[config.mk]
export PLATFORM = sky130hd
export DESIGN_NAME = dist14x16
export DESIGN_NICKNAME = d
export VERILOG_FILES = /design/src/rtl/dist14x16.sv
export SDC_FILE = /design/constraint.sdc
export NUM_CORES = 1
export LEC_CHECK = 0
export CAP_MARGIN = 20
export CORE_MARGIN = 3
export CORE_UTILIZATION = 46
export DETAILED_ROUTE_END_ITERATION = 6
export PLACE_DENSITY_LB_ADDON = 0.05
export SLEW_MARGIN = 20
export SYNTH_ARGS = -nofsm -noshare
export SYNTH_HDL_FRONTEND = slang
export SYNTH_SLANG_ARGS = --single-unit
[constraint.sdc]
create_clock -name clk -period 2.4 [get_ports clk]
set_clock_uncertainty 0.15 [all_clocks]
set_input_delay 0.36 -clock clk [delete_from_list [all_inputs] [get_ports clk]]
set_output_delay 0.36 -clock clk [all_outputs]
set_load 0.02 [all_outputs]
[src/rtl/dist14x16.sv]
// dist14x16: one producer fanned out to four consumers through a small in-order FIFO.
// The head word drives a shared data bus tagged by a one-hot valid that selects its port.
`ifndef DATAWIDTH
`define DATAWIDTH 16
`endif

module dist14x16 #(
    parameter int DATAWIDTH = `DATAWIDTH,
    parameter int DEPTH     = 2
) (
    input  logic                     clk,
    input  logic                     reset_n,
    input  logic                     in_valid,
    output logic                     in_ready,
    input  logic [1:0]               in_sel,
    input  logic [DATAWIDTH-1:0]     in_data,
    output logic [3:0]               out_valid,
    input  logic [3:0]               out_ready,
    output logic [DATAWIDTH-1:0]     out_data,
    output logic [$clog2(DEPTH):0]   fifo_count
);

    localparam int AW = $clog2(DEPTH);
    localparam int CW = AW + 1;

    // Handshake: a word moves on any rising edge where valid and ready are both high
    // on the same side; valid and data hold steady until that happens, and ready never
    // depends combinationally on valid.

    logic [1:0]           sel_mem  [DEPTH];
    logic [DATAWIDTH-1:0] data_mem [DEPTH];
    logic [AW-1:0]        wp;
    logic [AW-1:0]        rp;
    logic [CW-1:0]        count;
    logic                 push;
    logic                 pop;
    logic                 not_empty;

    assign not_empty  = (count != '0);
    assign in_ready   = reset_n && (count < CW'(DEPTH));
    assign push       = in_valid && in_ready;
    assign out_valid  = not_empty ? (4'b0001 << sel_mem[rp]) : 4'b0000;
    assign out_data   = not_empty ? data_mem[rp] : '0;
    assign pop        = |(out_valid & out_ready);
    assign fifo_count = count;

    // Storage is deliberately left uncleared by reset; count gates every read of it.
    always_ff @(posedge clk) begin
        if (push) begin
            sel_mem[wp]  <= in_sel;
            data_mem[wp] <= in_data;
        end
    end

    always_ff @(posedge clk) begin
        if (!reset_n) begin
            wp    <= '0;
            rp    <= '0;
            count <= '0;
        end else begin
            if (push) wp <= wp + 1'b1;
            if (pop)  rp <= rp + 1'b1;
            case ({push, pop})
                2'b10:   count <= count + 1'b1;
                2'b01:   count <= count - 1'b1;
                default: count <= count;
            endcase
        end
    end

endmodule

# Word-level counts from Yosys, hierarchy flattened

Memories as Yosys holds them, arrays and structs flattened. A register that Yosys moved wholly into a read port is not among the register bits.
Index checks and enable logic that the tools add are counted.
Widths: inputs -> output; s select.

Register bits after elaboration: 4
RAM bits: 36
Output and inout port bits: 23
Logic and storage cells: 28
Memories kept: 2

$add $sub $neg: 4
Order comparisons: 1
Equal/unequal tests: 2
Shift operators: 1
Multiplexer cells: 9
Bitwise operators: 1
Reductions and logical operators: 5

Memories:

| memory   | depth | bits a word | rd ports | clocked after Yosys merged registers in | wr ports | line | RTL |
|---|---|---|---|---|---|---|---|
| data_mem | 2     | 16          | 1        | 1                                       | 1        | 31   | `logic [DATAWIDTH-1:0] data_mem [DEPTH];` |
| sel_mem  | 2     | 2           | 1        | 1                                       | 1        | 30   | `logic [1:0] sel_mem [DEPTH];` |

Operators with widths:

| cell                | number |
|---|---|
| $mux 16             | 1 |
| $mux 1              | 6 |
| $and 4x4->4         | 1 |
| $mux 4              | 1 |
| $pmux 2 s2          | 1 |
| $reduce_bool 2->1   | 2 |
| $reduce_or 4->1     | 1 |
| $shl 1x2->4 const A | 1 |
| $add 1x1->1 const B | 2 |
| $add 2x1->2 const B | 1 |
| $eq 2x1->1 const B  | 1 |
| $eq 2x2->1 const B  | 1 |
| $logic_and 1x1->1   | 2 |
| $lt 2x2->1 const B  | 1 |
| $sub 2x1->2 const B | 1 |

# Longest topological paths before layout

Gate-level depths: netlist of the first run.

Depth in word-level cells: 6
Depth in mapped cells: 8
Mapped depth without buffers: 7

# Worst setup path after synthesis of the first run

No wires, ideal clock.

Path kind: flip-flop to flip-flop
From: register count[1] (netlist: fifo_count[1])
To: memory data_mem[0][0] in the netlist's numbering, enable pin
Arrival time: 1732 ps
Slack: 126 ps
Stages on the path, launching flop included: 4
Buffers on the path: 0
Clock period less this slack: 2274 ps
Cells stage by stage: dfxtp_1 > nor2b_1 > nand2_1 > nor2_1

Longest elaborated chain between the ends: 5

Ends and longest elaborated chain:

| item                         | line | RTL |
|---|---|---|
| start: declaration           | 34   | `logic [CW-1:0] count;` |
| start signal: assignment     | 64   | `2'b10: count <= count + 1'b1;` |
| start signal: assignment     | 65   | `2'b01: count <= count - 1'b1;` |
| start signal: assignment     | 66   | `default: count <= count;` |
| $lt 2x2->1                   | 40   | `assign in_ready = reset_n && (count < CW'(DEPTH));` |
| $logic_and 1x1->1            | 40   |  |
| via in_ready                 | 14   | `output logic in_ready,` |
| $logic_and 1x1->1            | 41   | `assign push = in_valid && in_ready;` |
| $mux 1                       | 49   | `if (push) begin` |
| $mux 1 (implied by the code) | 51   | `data_mem[wp] <= in_data;` |
| end: declaration             | 31   |  |

The timed path passes the listed nets, and every way through them passes these cells.

# Worst setup path after layout of the first run

From: input port reset_n
To: output port in_ready

Longest elaborated chain between the ends: 1

Ends and longest elaborated chain:

| item               | line | RTL |
|---|---|---|
| start: declaration | 12   | `input logic reset_n,` |
| $logic_and 1x1->1  | 40   |  |
| end: declaration   | 14   |  |

No other way between the ends.

==> summary.txt, run 1 <==
WP data required: 1.89 ns
Post-CTS Hold Fix Bufs: 0
Post-synth EDFFs: 36
Hold crit path type: reg -> reg
Die ar.: 4350 µm²
CTS Buf Count: 5
Crit. End Element: output pin
Detailed Route Iter0 Violations: 39
Peak VDD IR: 619 µV
Clk_lat worst skew: 0.34 ns
Post-synth net total: 133
TritonRoute pass-1 iters: 4
Gr usage total: 15.1%
#FFs+latches synth: 41
Syn Inst Count: 107
Avg WL per Cell: 14.0 µm
Main synth FF type: edfxtp_1
Register area share after synthesis: 71.5%
Final ANT Viol Nets: 0
Fin Setup TNS: 0 ns
P_sw: 0.000727 W
Most common cell in the netlist: edfxtp_1
Fin nets: 190
CP Launch Type: input pin
Clock sink count: 41
Crit. Startpoint: reset_n
Worst path buffer plus inverter count: 2
Port bufs: 47
Ant diodes: 0
Max cap viols: 0
P&R area growth vs syn: 37.5%
Die height: 65.9 µm
Post-Route WL: 2950 µm
Status: complete, no violations
Synth top area cells: edfxtp_1 (65%), mux2i_1 (13%), dfxtp_1 (6.1%)
Largest net degree at the start of global routing: 19
Tcrit/Tclk final: 95.4%
Asr flop ratio synth: 0%
Max Buffers Root-to-Sink: 2
DRC errors left: 0
Final Hold Vio Count: 0
Post-synth cell types: 20
Met2 WL: 1530 µm
Net Sw Frac: 33.7%
RSZ-0062 raised after global routing: no
Top cell type's share of synthesized area: 65.4%
Power Internal: 0.00143 W
Delay-heaviest family, CP: buffers and inverters
Synth warnings: 0
# rows: 21
Clock power share: 14.4%
Leakage: 0.873 nW
Slew at the pin with the worst max-slew slack: 0.388 ns
Die Width: 65.9 µm
Root buffer cell: clkbuf_4
Initial antenna violation count: 0
Via density: 4.93
Sequential group share of total power: 42.6%
Post-synth top cells: edfxtp_1 (36), nor2_1 (22), mux2i_1 (21)
Syn_area_per_cell: 15.4 µm²
Met1 WL: 1200 µm
Worst path arrival time: 1.78 ns
CP Cell Sequence: clkdlybuf4s50_1, nor2b_1, clkdlybuf4s50_1
Vias: 1036
Final setup viols: 0
Hold Worst Slack: 0.346 ns
Grt ovf: 0
HPWL after detailed placement: 2140 µm
CTS tree: built
I/O pins: 48
Layout cells sized above 1: 12.2%
Slowest cell on crit path: clkdlybuf4s50_1
Final GP Congestion: 0.667
Fin util: 67.1%
Highest metal used: met4
R2R Setup Slk: 0.15 ns
First-pass GRT wire length: 4870 µm
Comb pwr share: 43.0%
Worst hold start: rp
Yosys top cell by area: edfxtp_1
Max Slew Vio Count: 0
Period minus WS final: 2.29 ns
# H-tree levels: 2
Setup CP Type: in -> out
Met3 wire length: 198 µm
Initial core utilization: 48.8%
Max Clk Rate: 437 MHz
Slew margin rel.: 73.8%
Largest fanout on the critical path: 6
Core area: 3390 µm²
Pwr Density: 948 nW/µm²
Most common cell on crit path: clkdlybuf4s50_1
Clock transition at the registers of the reported paths: 0.11 ns
Max stage delay on crit path: 0.64 ns
Vias in the first global route: 1068
Syn Std Cell Area: 1650 µm²
## per-stage QoR
step	setup WS, ns	instances	cell area [µm²]	power (W)
after floorplan	0.126	107	1650	0.00148
after global placement	0.146	203	2210	0.00186
after detailed placement	0.0400	203	2210	0.00188
after CTS	0.0186	210	2260	0.00218
after global routing	0.0284	210	2270	0.00228
final	0.110	210	2270	0.00215
## cells in the final DEF (no fill, tap or decap), types with 2 or more instances in the layout
cell type	synthesis	routed
clkdlybuf4s50_1	0	39
edfxtp_1	36	36
mux2i_1	21	21
nor2_1	22	21
dlymetal6s2s_1	0	6
buf_4	0	6
clkbuf_4	0	5
xnor2_1	3	3
dfxtp_2	0	3
mux2_4	2	2
o21ai_0	2	2
nand2_1	2	2
nand2b_1	2	2
and2_1	2	2
dlygate4sd2_1	0	2
dfxtp_1	5	2
## power groups by stage
| stage | Combinational (W) | Sequential (W) | Clock (W) |
|---|---|---|---|
| after global routing | 0.00100 | 0.000930 | 0.000352 |
| after detailed placement | 0.000948 | 0.000931 | 0 |
| after floorplan | 0.000554 | 0.000927 | 0 |
| after global placement | 0.000934 | 0.000925 | 0 |
| final | 0.000926 | 0.000919 | 0.000309 |
| after CTS | 0.000946 | 0.000917 | 0.000318 |
## final cells by class
type / count / area (µm²)
clock buffer: 5 / 37.5
multi-input combinational: 63 / 454
sequential: 41 / 1180
timing repair buffer: 53 / 528
fill: 254 / 1120
clock inverter: 2 / 11.3
tap: 46 / 57.6
## timing repair
item / 4_1_cts / 5_1_grt
endpoints found under the setup margin: 4 / 18
gates resized for setup: 3 / 8
cloned: 0 / 0
setup buffers: 0 / 0
## metal layers
metal | track usage [%] | up-vias
met1 | 18.0 | 496
met4 | 2.28 | 0
li1 | - | 502
met3 | 5.78 | 2
met5 | 0 | -
met2 | 26.3 | 36
## worst paths after layout
| kind | end | cells after the start |
|---|---|---|
| max | in_ready | 3 |
| min reg2reg | rp | 2 |
| min | rp | 2 |
| max reg2reg | fifo_count[1] | 6 |
## logic make-up (layout without fill, tap and decap cells)
| kind of cell | after synthesis | in the layout | synth area share [%] |
|---|---|---|---|
| xor gates and xnor gates | 3 | 3 | 1.59 |
| AOI/OAI and AO/OA | 4 | 4 | 1.82 |
| DFF | 41 | 41 | 71.5 |
| adders and majority gates | 1 | 1 | 0.757 |
| muxes | 23 | 23 | 14.5 |
| buffers and inverters | 3 | 60 | 1.21 |
| and+or+nand+nor | 32 | 32 | 8.63 |
## flip-flops by register name, summed over array words and instances, names as in the netlist, named ones only
register / flops
fifo_count: 2
data_mem: 32
wp: 1
rp: 1
sel_mem: 4
## worst register-to-register path: stages, from the launching register on
cell and delay (ns):
dfxtp_2 0.39, mux2_4 0.32, or2_4 0.24, o22ai_2 0.21
ha_1 0.31, or3_1 0.35, a21boi_0 0.19
(Power assumes the default switching activity.)
==> run 2, diff against run 1 <==
==> constraint.sdc (replaced) <==
create_clock -name clk -period 2.4 [get_ports clk]
set_clock_uncertainty 0.15 [all_clocks]
set_input_delay 0.24 -clock clk [delete_from_list [all_inputs] [get_ports clk]]
set_output_delay 0.24 -clock clk [all_outputs]
set_load 0.02 [all_outputs]
==> summary.txt, run 2 (synthesis gave the netlist of run 1 again) <==
Max Slew Vio Count: 0
Die Width: 65.9 µm
Root buffer cell: clkbuf_4
Hold Worst Slack: 0.336 ns
Port bufs: 47
P&R area growth vs syn: 35.6%
CP Cell Sequence: mux2_4, o21ai_0, nor2_1, clkdlybuf4s50_1
R2R Setup Slk: 0.15 ns
Final GP Congestion: 0.701
Hold depth: 1
Max cap viols: 0
Leakage: 0.767 nW
Worst path buffer plus inverter count: 1
Post-CTS Hold Fix Bufs: 0
I/O pins: 48
Fin nets: 189
Max stage delay on crit path: 0.55 ns
Setup CP Type: reg -> out
First-pass GRT wire length: 4560 µm
Final instance area: 2240 µm²
Clk_lat worst skew: 0.33 ns
Clock transition at the registers of the reported paths: 0.10 ns
Cell Area, Placed: 2200 µm²
# rows: 21
CP Launch Type: flop
Final Hold Vio Count: 0
Detailed Route Iter0 Violations: 32
Die height: 65.9 µm
Min-Delay Endpoint: data_mem[0][12]
Max Clk Rate: 442 MHz
Die ar.: 4350 µm²
Initial antenna violation count: 0
Most frequent cells in the layout: clkdlybuf4s50_1 (45), edfxtp_1 (36), mux2i_1 (21), nor2_1 (21)
Crit. End Element: output pin
Worst R2R End: fifo_count[1]
Fin Setup TNS: 0 ns
Peak VDD IR: 553 µV
Slew margin rel.: 75.2%
Gr usage total: 14.3%
Pwr Density: 948 nW/µm²
Post-Route WL: 2860 µm
Fin util: 66.1%
Worst Reg-to-Reg Cells: 6
Largest fanout on the critical path: 4
Delay-heaviest family, CP: buffers and inverters
Avg WL per Cell: 13.7 µm
Max reg flops: 32
Grt ovf: 0
CTS tree: built
Hold crit path type: in -> reg
RSZ-0062 raised after global routing: no
Worst path arrival time: 1.87 ns
Ant diodes: 0
DRC errors left: 0
Layout cells sized above 1: 9.88%
TritonRoute pass-1 iters: 4
Vias: 1014
Period minus WS final: 2.26 ns
Worst hold start: in_data[12]
Largest Register: data_mem
Final setup viols: 0
Largest net degree at the start of global routing: 19
# H-tree levels: 2
Via density: 4.88
Vias in the first global route: 999
Slew at the pin with the worst max-slew slack: 0.368 ns
HPWL after detailed placement: 2070 µm
Clock sink count: 41
Core area: 3390 µm²
Initial core utilization: 48.8%
WP data required: 2.01 ns
CTS Buf Count: 5
Most common cell after layout, fill and taps aside: clkdlybuf4s50_1
Status: complete, no violations
Max Buffers Root-to-Sink: 2
Final ANT Viol Nets: 0
# fillers: 257
Slowest cell on crit path: clkdlybuf4s50_1
Tcrit/Tclk final: 94.3%
Pwr Total: 0.00212 W
## run 2: changes by cell type in the layout (fill, tap and decap cells not counted)
cell / before / now
clkdlybuf4s50_1: 39 / 45
dfxtp_2: 3 / 0
clkinv_2: 0 / 1
dfxtp_1: 2 / 5
buf_4: 6 / 5
clkinvlp_4: 1 / 0
dlymetal6s2s_1: 6 / 0
clkinv_1: 1 / 0
## run 2: cell type report
type | count | area [µm²] | share of cell area (%)
timing repair buffer | 52 | 505 | 22.6
clock buffer | 5 | 37.5 | 1.68
multi-input combinational | 63 | 454 | 20.3
tap | 46 | 57.6 | 2.57
sequential | 41 | 1180 | 52.7
clock inverter | 1 | 5.00 | 0.223
## run 2: power breakdown
part / switching [W] / leakage (nW) / internal (W)
combinational: 0.000470 / 0.369 / 0.000455
clock: 0.000186 / 0.0269 / 0.000102
sequential: 0.0000461 / 0.371 / 0.000866
total: 0.000702 / 0.767 / 0.00142
## run 2: routing by layer
metal  routed length [µm]  global-route usage, %
met1                 1130                   16.3
met2                 1480                   24.5
met3                  204                   5.61
met4                   41                   4.57
met5                    0                      0
## run 2: metrics by stage
step                instances  worst slack [ns]
global route              208            0.0134
CTS                       208             0.103
detailed placement        202             0.152
floorplan                 107             0.126
finish                    208             0.137
global placement          202             0.258
## run 2: repair_timing
action,CTS,global route
setup buffers,0,0
endpoints found under the hold margin,0,0
gates resized for setup,2,0
endpoints found under the setup margin,2,0
## run 2: worst max path at each step
stage | startpoint | to | slack (ns) | cells after the start
2_1_floorplan | fifo_count[1] | data_mem[0][0] | 0.13 | 3
3_3_place_gp | flop | fifo_count[1] | 0.26 | 6
3_5_place_dp | reset_n | fifo_count[1] | 0.15 | 6
4_1_cts | flop | out_valid[3] | 0.10 | 4
5_1_grt | flop | fifo_count[1] | 0.01 | 6
6_report | flop | out_valid[3] | 0.14 | 4
